==> config.mk <==
export PLATFORM = sky130hd
export DESIGN_NAME = vector_result_serializer
export DESIGN_NICKNAME = d
export VERILOG_FILES = /design/src/rtl/vector_pkg.sv /design/src/rtl/vector_beat_picker.sv /design/src/rtl/vector_result_serializer.sv
export SDC_FILE = /design/constraint.sdc
export NUM_CORES = 1
export LEC_CHECK = 0
export CORE_ASPECT_RATIO = 0.5
export CORE_MARGIN = 10
export CORE_UTILIZATION = 53
export CTS_CLUSTER_SIZE = 25
export DETAILED_ROUTE_END_ITERATION = 6
export PLACE_DENSITY_LB_ADDON = 0.12
export SLEW_MARGIN = 20
export SYNTH_ARGS = -nofsm -noshare
export SYNTH_HDL_FRONTEND = slang
export SYNTH_SLANG_ARGS = --single-unit
==> constraint.sdc <==
create_clock -name clk -period 8.6 [get_ports clk]
set_input_delay 1.72 -clock clk [delete_from_list [all_inputs] [get_ports clk]]
set_output_delay 1.72 -clock clk [all_outputs]
set_load 0.01 [all_outputs]
==> src/rtl/vector_pkg.sv <==
// ---------------------------------------------------------------------------
// vector_pkg
// Shared definitions for the vector result serializer:
//   VEC_W / LANES / LANE_W  - geometry of one ALU result vector
//   FLAG_N/Z/C/V            - bit positions of the per-lane {N,Z,C,V} flags
//   state_t                 - serializer FSM states
// ---------------------------------------------------------------------------
package vector_pkg;

  localparam int VEC_W  = 256;
  localparam int LANES  = 16;
  localparam int LANE_W = 16;

  localparam int FLAG_N = 3;
  localparam int FLAG_Z = 2;
  localparam int FLAG_C = 1;
  localparam int FLAG_V = 0;

  typedef enum logic [1:0] {
    IDLE = 2'd0,
    SEND = 2'd1,
    DONE = 2'd2
  } state_t;

endpackage

==> src/rtl/vector_beat_picker.sv <==
// ---------------------------------------------------------------------------
// vector_beat_picker
// Combinational priority encoder over a beat-level mask. Finds the lowest
// set beat at or above start_idx and reports whether any further set beat
// follows it.
// Ports:
//   beat_mask  in   BEATS     1 = beat carries at least one written lane
//   start_idx  in   IDX_W+1   first beat index to consider (extra bit lets
//                             "one past the last beat" be expressed)
//   next_idx   out  IDX_W     lowest set beat >= start_idx (0 if none)
//   found      out  1         a set beat exists at or above start_idx
//   is_last    out  1         no set beat exists above next_idx
// ---------------------------------------------------------------------------
module vector_beat_picker #(
  parameter int BEATS = 16,
  parameter int IDX_W = 4
) (
  input  logic [BEATS-1:0] beat_mask,
  input  logic [IDX_W:0]   start_idx,
  output logic [IDX_W-1:0] next_idx,
  output logic             found,
  output logic             is_last
);

  always_comb begin
    // NOTE: every output gets a default before the loop so no path leaves a
    // value unassigned; otherwise synthesis would infer a latch.
    next_idx = '0;
    found    = 1'b0;
    is_last  = 1'b1;
    for (int b = 0; b < BEATS; b++) begin
      if (beat_mask[b] && (b >= int'(start_idx))) begin
        if (!found) begin
          next_idx = IDX_W'(b);
          found    = 1'b1;
        end else begin
          is_last = 1'b0;
        end
      end
    end
  end

endmodule

==> src/rtl/vector_result_serializer.sv <==
// ---------------------------------------------------------------------------
// vector_result_serializer
// Captures one vector ALU result (LANES x LANE_W) with its per-lane flags and
// replays it as lane-masked write beats on a valid/ready write port. Beats
// whose lanes are all masked off are skipped without a bubble; wr_addr always
// reflects the true beat index.
//
// Optional feature (macro VEC_FLAG_REDUCE_EN): flag_summary holds the {N,Z,C,V}
// reduction over masked-in lanes (N/C/V = OR, Z = AND), registered at capture.
// Without the macro flag_summary is tied to 0.
//
// Ports:
//   clk, rst        clock, asynchronous active-low reset
//   in_valid/ready  capture handshake for result/flags/lane_mask/base_addr
//   result          LANES*LANE_W-bit result, lane i at [LANE_W*i +: LANE_W]
//   flags           4 bits per lane {N,Z,C,V}
//   lane_mask       1 = lane is written
//   base_addr       byte address of lane 0
//   wr_valid/ready  write beat handshake
//   wr_addr         base_addr + beat_idx * bytes per beat (modulo 2^ADDR_W)
//   wr_data         lanes of current beat, lowest lane in LSBs
//   wr_strb         lane_mask bits of current beat
//   wr_last         current beat is the last non-skipped beat
//   done            one-cycle pulse after the final beat (or empty mask)
//   flag_summary    reduced flags, valid from capture until next capture
// ---------------------------------------------------------------------------
module vector_result_serializer #(
  parameter int LANE_W     = vector_pkg::LANE_W,
  parameter int LANES      = vector_pkg::LANES,
  parameter int BEAT_LANES = 1,
  parameter int ADDR_W     = 32
) (
  input  logic                         clk,
  input  logic                         rst,
  input  logic                         in_valid,
  output logic                         in_ready,
  input  logic [vector_pkg::VEC_W-1:0] result,
  input  logic [4*LANES-1:0]           flags,
  input  logic [LANES-1:0]             lane_mask,
  input  logic [ADDR_W-1:0]            base_addr,
  output logic                         wr_valid,
  input  logic                         wr_ready,
  output logic [ADDR_W-1:0]            wr_addr,
  output logic [BEAT_LANES*LANE_W-1:0] wr_data,
  output logic [BEAT_LANES-1:0]        wr_strb,
  output logic                         wr_last,
  output logic                         done,
  output logic [3:0]                   flag_summary
);

  import vector_pkg::*;

  localparam int BEATS      = LANES / BEAT_LANES;
  localparam int BEAT_W     = BEAT_LANES * LANE_W;
  localparam int BEAT_BYTES = BEAT_W / 8;
  localparam int IDX_W      = (BEATS > 1) ? $clog2(BEATS) : 1;

  state_t state, state_n;

  logic [VEC_W-1:0]  data_q;
  logic [LANES-1:0]  mask_q;
  logic [ADDR_W-1:0] base_q;
  logic [IDX_W-1:0]  beat_idx;
  logic              last_q;

  logic [BEATS-1:0]  in_beat_mask, q_beat_mask, pick_mask;
  logic [IDX_W:0]    pick_start;
  logic [IDX_W-1:0]  pick_idx;
  logic              pick_found, pick_last;
  logic              capture, accept;

  assign capture = in_valid && (state == IDLE);
  assign accept  = wr_ready && (state == SEND);

  // A beat is live when any of its lanes is masked in.
  always_comb begin
    in_beat_mask = '0;
    q_beat_mask  = '0;
    for (int b = 0; b < BEATS; b++) begin
      in_beat_mask[b] = |lane_mask[b*BEAT_LANES +: BEAT_LANES];
      q_beat_mask[b]  = |mask_q[b*BEAT_LANES +: BEAT_LANES];
    end
  end

  // One picker serves both lookups: in IDLE it finds the first beat of the
  // incoming vector, in SEND it finds the beat after the current one.
  assign pick_mask  = (state == IDLE) ? in_beat_mask : q_beat_mask;
  assign pick_start = (state == IDLE) ? '0 : ({1'b0, beat_idx} + (IDX_W+1)'(1));

  vector_beat_picker #(
    .BEATS (BEATS),
    .IDX_W (IDX_W)
  ) u_picker (
    .beat_mask (pick_mask),
    .start_idx (pick_start),
    .next_idx  (pick_idx),
    .found     (pick_found),
    .is_last   (pick_last)
  );

  always_comb begin
    state_n = state;
    case (state)
      IDLE:    if (in_valid) state_n = pick_found ? SEND : DONE;
      SEND:    if (wr_ready && last_q) state_n = DONE;
      DONE:    state_n = IDLE;
      default: state_n = IDLE;
    endcase
  end

  always_ff @(posedge clk or negedge rst) begin
    // NOTE: state registers use non-blocking assignments so every flop samples
    // pre-edge values regardless of statement order.
    if (!rst) begin
      state    <= IDLE;
      // NOTE: the wide capture registers are reset because wr_data/wr_strb/
      // wr_addr are required to read 0 during reset; they are not a RAM.
      data_q   <= '0;
      mask_q   <= '0;
      base_q   <= '0;
      beat_idx <= '0;
      last_q   <= 1'b0;
    end else begin
      state <= state_n;
      if (capture) begin
        data_q   <= result;
        mask_q   <= lane_mask;
        base_q   <= base_addr;
        beat_idx <= pick_idx;
        last_q   <= pick_last;
      end else if (accept && !last_q) begin
        beat_idx <= pick_idx;
        last_q   <= pick_last;
      end
    end
  end

  assign in_ready = (state == IDLE);
  assign wr_valid = (state == SEND);
  assign wr_last  = wr_valid && last_q;
  assign done     = (state == DONE);
  assign wr_data  = data_q[beat_idx*BEAT_W +: BEAT_W];
  assign wr_strb  = mask_q[beat_idx*BEAT_LANES +: BEAT_LANES];
  // Address wraps silently at 2^ADDR_W.
  assign wr_addr  = base_q + ADDR_W'(beat_idx) * ADDR_W'(BEAT_BYTES);

`ifdef VEC_FLAG_REDUCE_EN
  logic [3:0] flag_reduced, flag_q;

  // Seeded with the reduction identities (OR -> 0, AND -> 1), so an empty
  // mask yields 4'b0100.
  always_comb begin
    flag_reduced = 4'b0100;
    for (int i = 0; i < LANES; i++) begin
      if (lane_mask[i]) begin
        flag_reduced[FLAG_N] = flag_reduced[FLAG_N] | flags[4*i + FLAG_N];
        flag_reduced[FLAG_Z] = flag_reduced[FLAG_Z] & flags[4*i + FLAG_Z];
        flag_reduced[FLAG_C] = flag_reduced[FLAG_C] | flags[4*i + FLAG_C];
        flag_reduced[FLAG_V] = flag_reduced[FLAG_V] | flags[4*i + FLAG_V];
      end
    end
  end

  always_ff @(posedge clk or negedge rst) begin
    if (!rst) begin
      flag_q <= '0;
    end else if (capture) begin
      flag_q <= flag_reduced;
    end
  end

  assign flag_summary = flag_q;
`else
  logic unused_flags;
  assign unused_flags = ^flags;
  assign flag_summary = 4'b0000;
`endif

endmodule

Yosys cells after proc, flatten, opt, wreduce, memory -nomap -nowiden
Cells that the tools add are included.

word-level totals
  bits in registers = 311
  latch bits = 0
  bits in writable memories = 0
  memory bits (read-only) = 0
  input port bits = 372
  output and inout port bits = 57
  word-level logic and storage cells = 141
  memories = 0

cells by class
  $add $sub $neg = 2
  $mul = 0
  div/mod/pow operators = 0
  magnitude comparators = 16
  eq/ne operators = 4
  shift-type cells = 2
  muxes and demuxes = 86
  bitwise gates (word level) = 0
  reduce and logical (&&, ||, !) cells = 25

operators by type and width
  cell                                                                                number
  256-bit by 9-bit variable part select with 16-bit output                            1
  4-bit 2-to-1 mux                                                                    31
  1-bit 2-to-1 mux                                                                    49
  4-bit by 5-bit greater-or-equal comparator with 1-bit output, first input constant  8
  32-bit by 5-bit adder with 32-bit output                                            1
  1-bit logical AND                                                                   21
  3-bit by 5-bit greater-or-equal comparator with 1-bit output, first input constant  4
  16-bit 2-to-1 mux                                                                   1
  16-bit by 5-bit variable part select with 1-bit output                              1
  1-bit by 5-bit greater-or-equal comparator with 1-bit output, first input constant  2
  2-bit by 5-bit greater-or-equal comparator with 1-bit output, first input constant  2
  2-bit 2-to-1 mux                                                                    3
  4-bit by 1-bit adder with 5-bit output, second input constant                       1
  5-bit 2-to-1 mux                                                                    1
  2-bit one-hot mux with 2 select lines                                               1
  2-bit by 1-bit == test with 1-bit output, second input constant                     1
  2-bit == test, second input constant                                                1
  2-bit zero test                                                                     1
  2-bit by 1-bit inequality test with 1-bit output, second input constant             1
  2-bit inequality test, second input constant                                        1
  2-bit AND reduction                                                                 1
  2-bit nonzero test                                                                  1
  1-bit zero test                                                                     1

Logic depth before layout (Yosys ltp)
  depth in word-level cells = 37
  mapped depth = 12
  gate-level depth less buffers = 11

By module
Synthesis repeated with hierarchy kept, for this count alone.

second synthesis, totals
  cells, all modules = 1647
  area total of the unflattened synthesis = 15516.1 um^2

by module, submodules not included
  module                    instances  cells an instance  area an instance (um^2)  sequential area each (um^2)
  vector_result_serializer  1          1543               14815.5                  7782.5
  vector_beat_picker        1          104                700.7                    0.0

Worst setup path before layout
No wires, ideal clock.

  kind = register -> output
  start = register beat_idx[1]
  end = output wr_addr[29]
  arrival = 2.831 ns
  required time = 6.880 ns
  path slack = 4.049 ns
  cell stages (with the launch flop) = 13
  path buffers = 2
  path through = dfrtp_1 -> clkbuf_1 -> clkbuf_1 -> inv_1 -> fa_1 -> inv_1 -> a21oi_1 -> o21bai_1 -> nand2_1 -> nor2_1 -> and2_1 -> nand3_1 -> xnor2_1

between the ends
  word-level cells in the longest chain between the ends = 1

RTL lines
  item                                      RTL line                         text
  from (decl)                               vector_result_serializer.sv:63   logic [IDX_W-1:0] beat_idx;
  from (signal assigned)                    vector_result_serializer.sv:129  beat_idx <= pick_idx;
  from (signal assigned)                    vector_result_serializer.sv:132  beat_idx <= pick_idx;
  32-bit by 5-bit adder with 32-bit output  vector_result_serializer.sv:145  assign wr_addr = base_q + ADDR_W'(beat_idx) * ADDR_W'(BEAT_BYTES);
  to (decl)                                 vector_result_serializer.sv:43   output logic [ADDR_W-1:0] wr_addr,

No other way between the ends.

Worst setup path after layout
  start = register beat_idx[0]
  end = output wr_addr[31]

The elaborated chain is that of the path after synthesis.

==> reports/summary.txt <==
Status: finished, final reports clean
Switching share of power: 40.6%
I/O pin count: 429
CORE AREA: 0.0289 sq mm
Max_cap viols: 0
Area share of the largest cell type after synthesis: 50.3%
Root Driver: clkbuf_16
Slowest stage delay, CP: 0.79 ns
Share of cells above drive strength 1: 5.78%
Final Core Density: 70.1%
Final min period: 5.84 ns
Synth Cell Area: 0.0155 sq mm
Critical Path Start Type: flip-flop
Die Wd: 262 um
Area leader, netlist: dfrtp_1
Routed length per instance: 19.1 um
Fin. Hold Viols: 0
Largest net degree at the start of global routing: 239
Vias in the first global route: 13100
Int Pwr: 4.58 mW
First-pass GRT wire length: 73700 um
Pwr per Cell Area: 380 mW/mm^2
GRT overflow: 0
Initial antenna violation count: 8
Synth Warn #: 0
Comb pwr share: 48.2%
Drt total wl: 47500 um
Nets: 2448
Max Root-Sink Buffers: 3
Synthesis-to-finish area growth: 31.0%
Synth async-reset ratio: 100%
CP dominant cell by count: inv_1
F_max: 171 MHz
TritonCTS clock tree: built
Vias per cell: 5.33
Number of core rows: 44
TNS Setup: 0 ns
Worst-Skew Late Latency: 0.58 ns
P_leak: 9.90 nW
FF-to-FF Start: beat_idx[1]
Placer congestion estimate: 0.885
Starting density of the core: 53.5%
Cell area after layout: 0.0203 sq mm
Rel. slew slack: 20.4%
Buf+Inv Stages, Crit Path: 3
Critical path arrival: 4.12 ns
WS Path Type: reg -> out
Pre-antenna DRT Iters: 5
H-tree Lvls: 1
Max Fanout on Critical Path: 34
Hold-fix buffers at CTS: 0
CTS Sinks: 311
HP Class: reg -> reg
Slowest cell on the critical path: dfrtp_4
RSZ-0062 raised after global routing: false
DRC Markers: 0
Port bufs: 360
Post-Syn Instances: 1777
Synth area leaders: dfrtp_1, nand2_1, mux4_2
Antenna viol nets, final: 0
Cell Chain, Critical Path: ha_1 -> inv_1 -> fa_1 -> inv_1 -> a21oi_1 -> o21bai_1 -> nand2_1 -> nor2_1 -> and2_1 -> nand3_1 -> xnor2_1 -> clkdlybuf4s50_1
Sequential element share of the synthesized area: 50.3%
Crit-path leading delay family: simple AND/OR/NAND/NOR gates
WHS: 0.471 ns
Clock network fraction of total power: 17.9%
Vias post-DR: 13300
Hold path startpoint: data_q[170]
Net Switching: 3.13 mW
Least-Margin Pin Slew: 1.19 ns
Post-CTS sizing: 0
Post-detail-place hpwl: 33500 um
Clk pin slew, worst setup/hold paths: 0.06 ns
Worst Skew: 0.0170 ns
Crit path from: beat_idx[0]
Iteration-0 DRC Markers: 1191
Slew Viols, Final: 0
FF+latch count, synth: 311
Post-synthesis cell type count: 80
Maximum VDD drop: 0.000225 V
Total power draw: 7.71 mW
Post-synth top flop: dfrtp_1
Die ar.: 0.0368 sq mm
Syn Area/Cell: 8.71 sq um
Sequential Power Share: 33.9%
Worst EP required: 6.88 ns
Tot GR Track Use: 25.3%
Final setup fails: 0
Total CTS buffers: 29
Placed instance area: 0.0192 sq mm
Post-synth EDFFs: 0
Crit. End Element: output port
Die height: 141 um
Post-CTS setup buffer count: 0
Fin crit share: 67.9%
cell usage after synthesis (3+ instances only):
library cell / count
and3_1: 10
ha_1: 5
a22oi_1: 18
inv_1: 11
buf_1: 7
nor2b_1: 5
o31ai_1: 4
a221oi_1: 35
nor3b_1: 3
o21ai_0: 28
buf_2: 13
nand2_1: 951
o21a_1: 4
nor3_1: 7
xor2_1: 9
buf_4: 9
nand3_1: 17
clkbuf_1: 82
dfrtp_1: 311
mux4_2: 34
nand4_1: 5
a21oi_1: 18
a31oi_1: 4
mux2i_1: 68
o31a_1: 3
and2_1: 8
nor2_1: 22
xnor2_1: 23
sequential cells by signal, summed over array words and instances, names as in the netlist:
signal,count
mask_q,16
beat_idx,4
base_q,32
state,2
data_q,256
last_q,1
through the flow:
step	instances	worst slack, ns
after floorplan	1780	4.05
after global placement	2430	3.38
after detailed placement	2430	3.36
after CTS	2484	2.72
after global routing	2491	2.46
final	2493	2.76
worst min-delay path: stages (launching register included):
cell and delay [ns]:
dfrtp_1 0.34, nand2_1 0.05, nand2_1 0.05
layer usage:
layer  track usage (%)  up-vias  wire [um]  share of wire, %
li1                  -     6409          -                 -
met1              33.0     6412      19800                42
met2              41.1      385      22700                48
met3              5.68       84       3530               7.4
met4              8.26        0       1440               3.0
met5                 0        -          0                 0
path summary, 6_finish.rpt:
| check | slack (ns) | endpoint | depth (start not counted) |
|---|---|---|---|
| max | 2.76 | wr_addr[31] | 12 |
| min | 0.47 | data_q[170] | 2 |
| max reg2reg | 5.09 | last_q | 9 |
| min reg2reg | 0.47 | data_q[170] | 2 |
| max in group asynchronous | 6.02 | beat_idx[0] | 2 |
| min in group asynchronous | 1.19 | data_q[155] | 1 |
final cells by class:
cell class | count | area, sq um
multi-input cells | 1345 | 7200
fillers | 2355 | 8630
well taps | 391 | 489
diodes | 9 | 22.5
inverters | 12 | 47.5
clock buffers | 43 | 838
clock inverters | 11 | 170
flip-flops and latches | 311 | 7790
repair buffers | 371 | 3720
kinds of logic (layout without fill, tap and decap cells):
group,after synthesis,after routing,share of synthesized area [%]
mux,103,103,9.42
simple gates,1046,1046,26.7
flops,311,311,50.3
compound gates,150,150,7.41
fa+ha+maj,8,8,0.663
xor+xnor,34,34,2.09
other cells,1,13,0.0242
buf+inv,124,437,3.40
layout by cell type, fill, tap and decap left out, drive strengths merged, types with 4 or more instances in the layout:
cell and instances:
mux4 34, clkdlybuf4s50 359, a22oi 18, and3 10, conb 4, o21ai 29, a21oi 19, dfrtp 311
a31oi 5, xor2 9, nand4 6, and2 8, inv 14, nand3 18, o31ai 4, nor2b 5
ha 5, nor3 8, diode 9, nor2 22, bufinv 4, xnor2 25, nand2 951, clkbuf 43
buf 12, o21a 4, mux2i 68, a221oi 35
power groups by stage:
stage               Clock (mW)  Combinational (mW)  Sequential [mW]
global route              1.46                4.09             2.70
floorplan                    0                2.46             2.47
finish                    1.38                3.72             2.61
detailed placement           0                3.69             2.62
global placement             0                3.64             2.59
CTS                       1.40                3.71             2.60
Note: power is estimated with default switching activity, not from simulation.
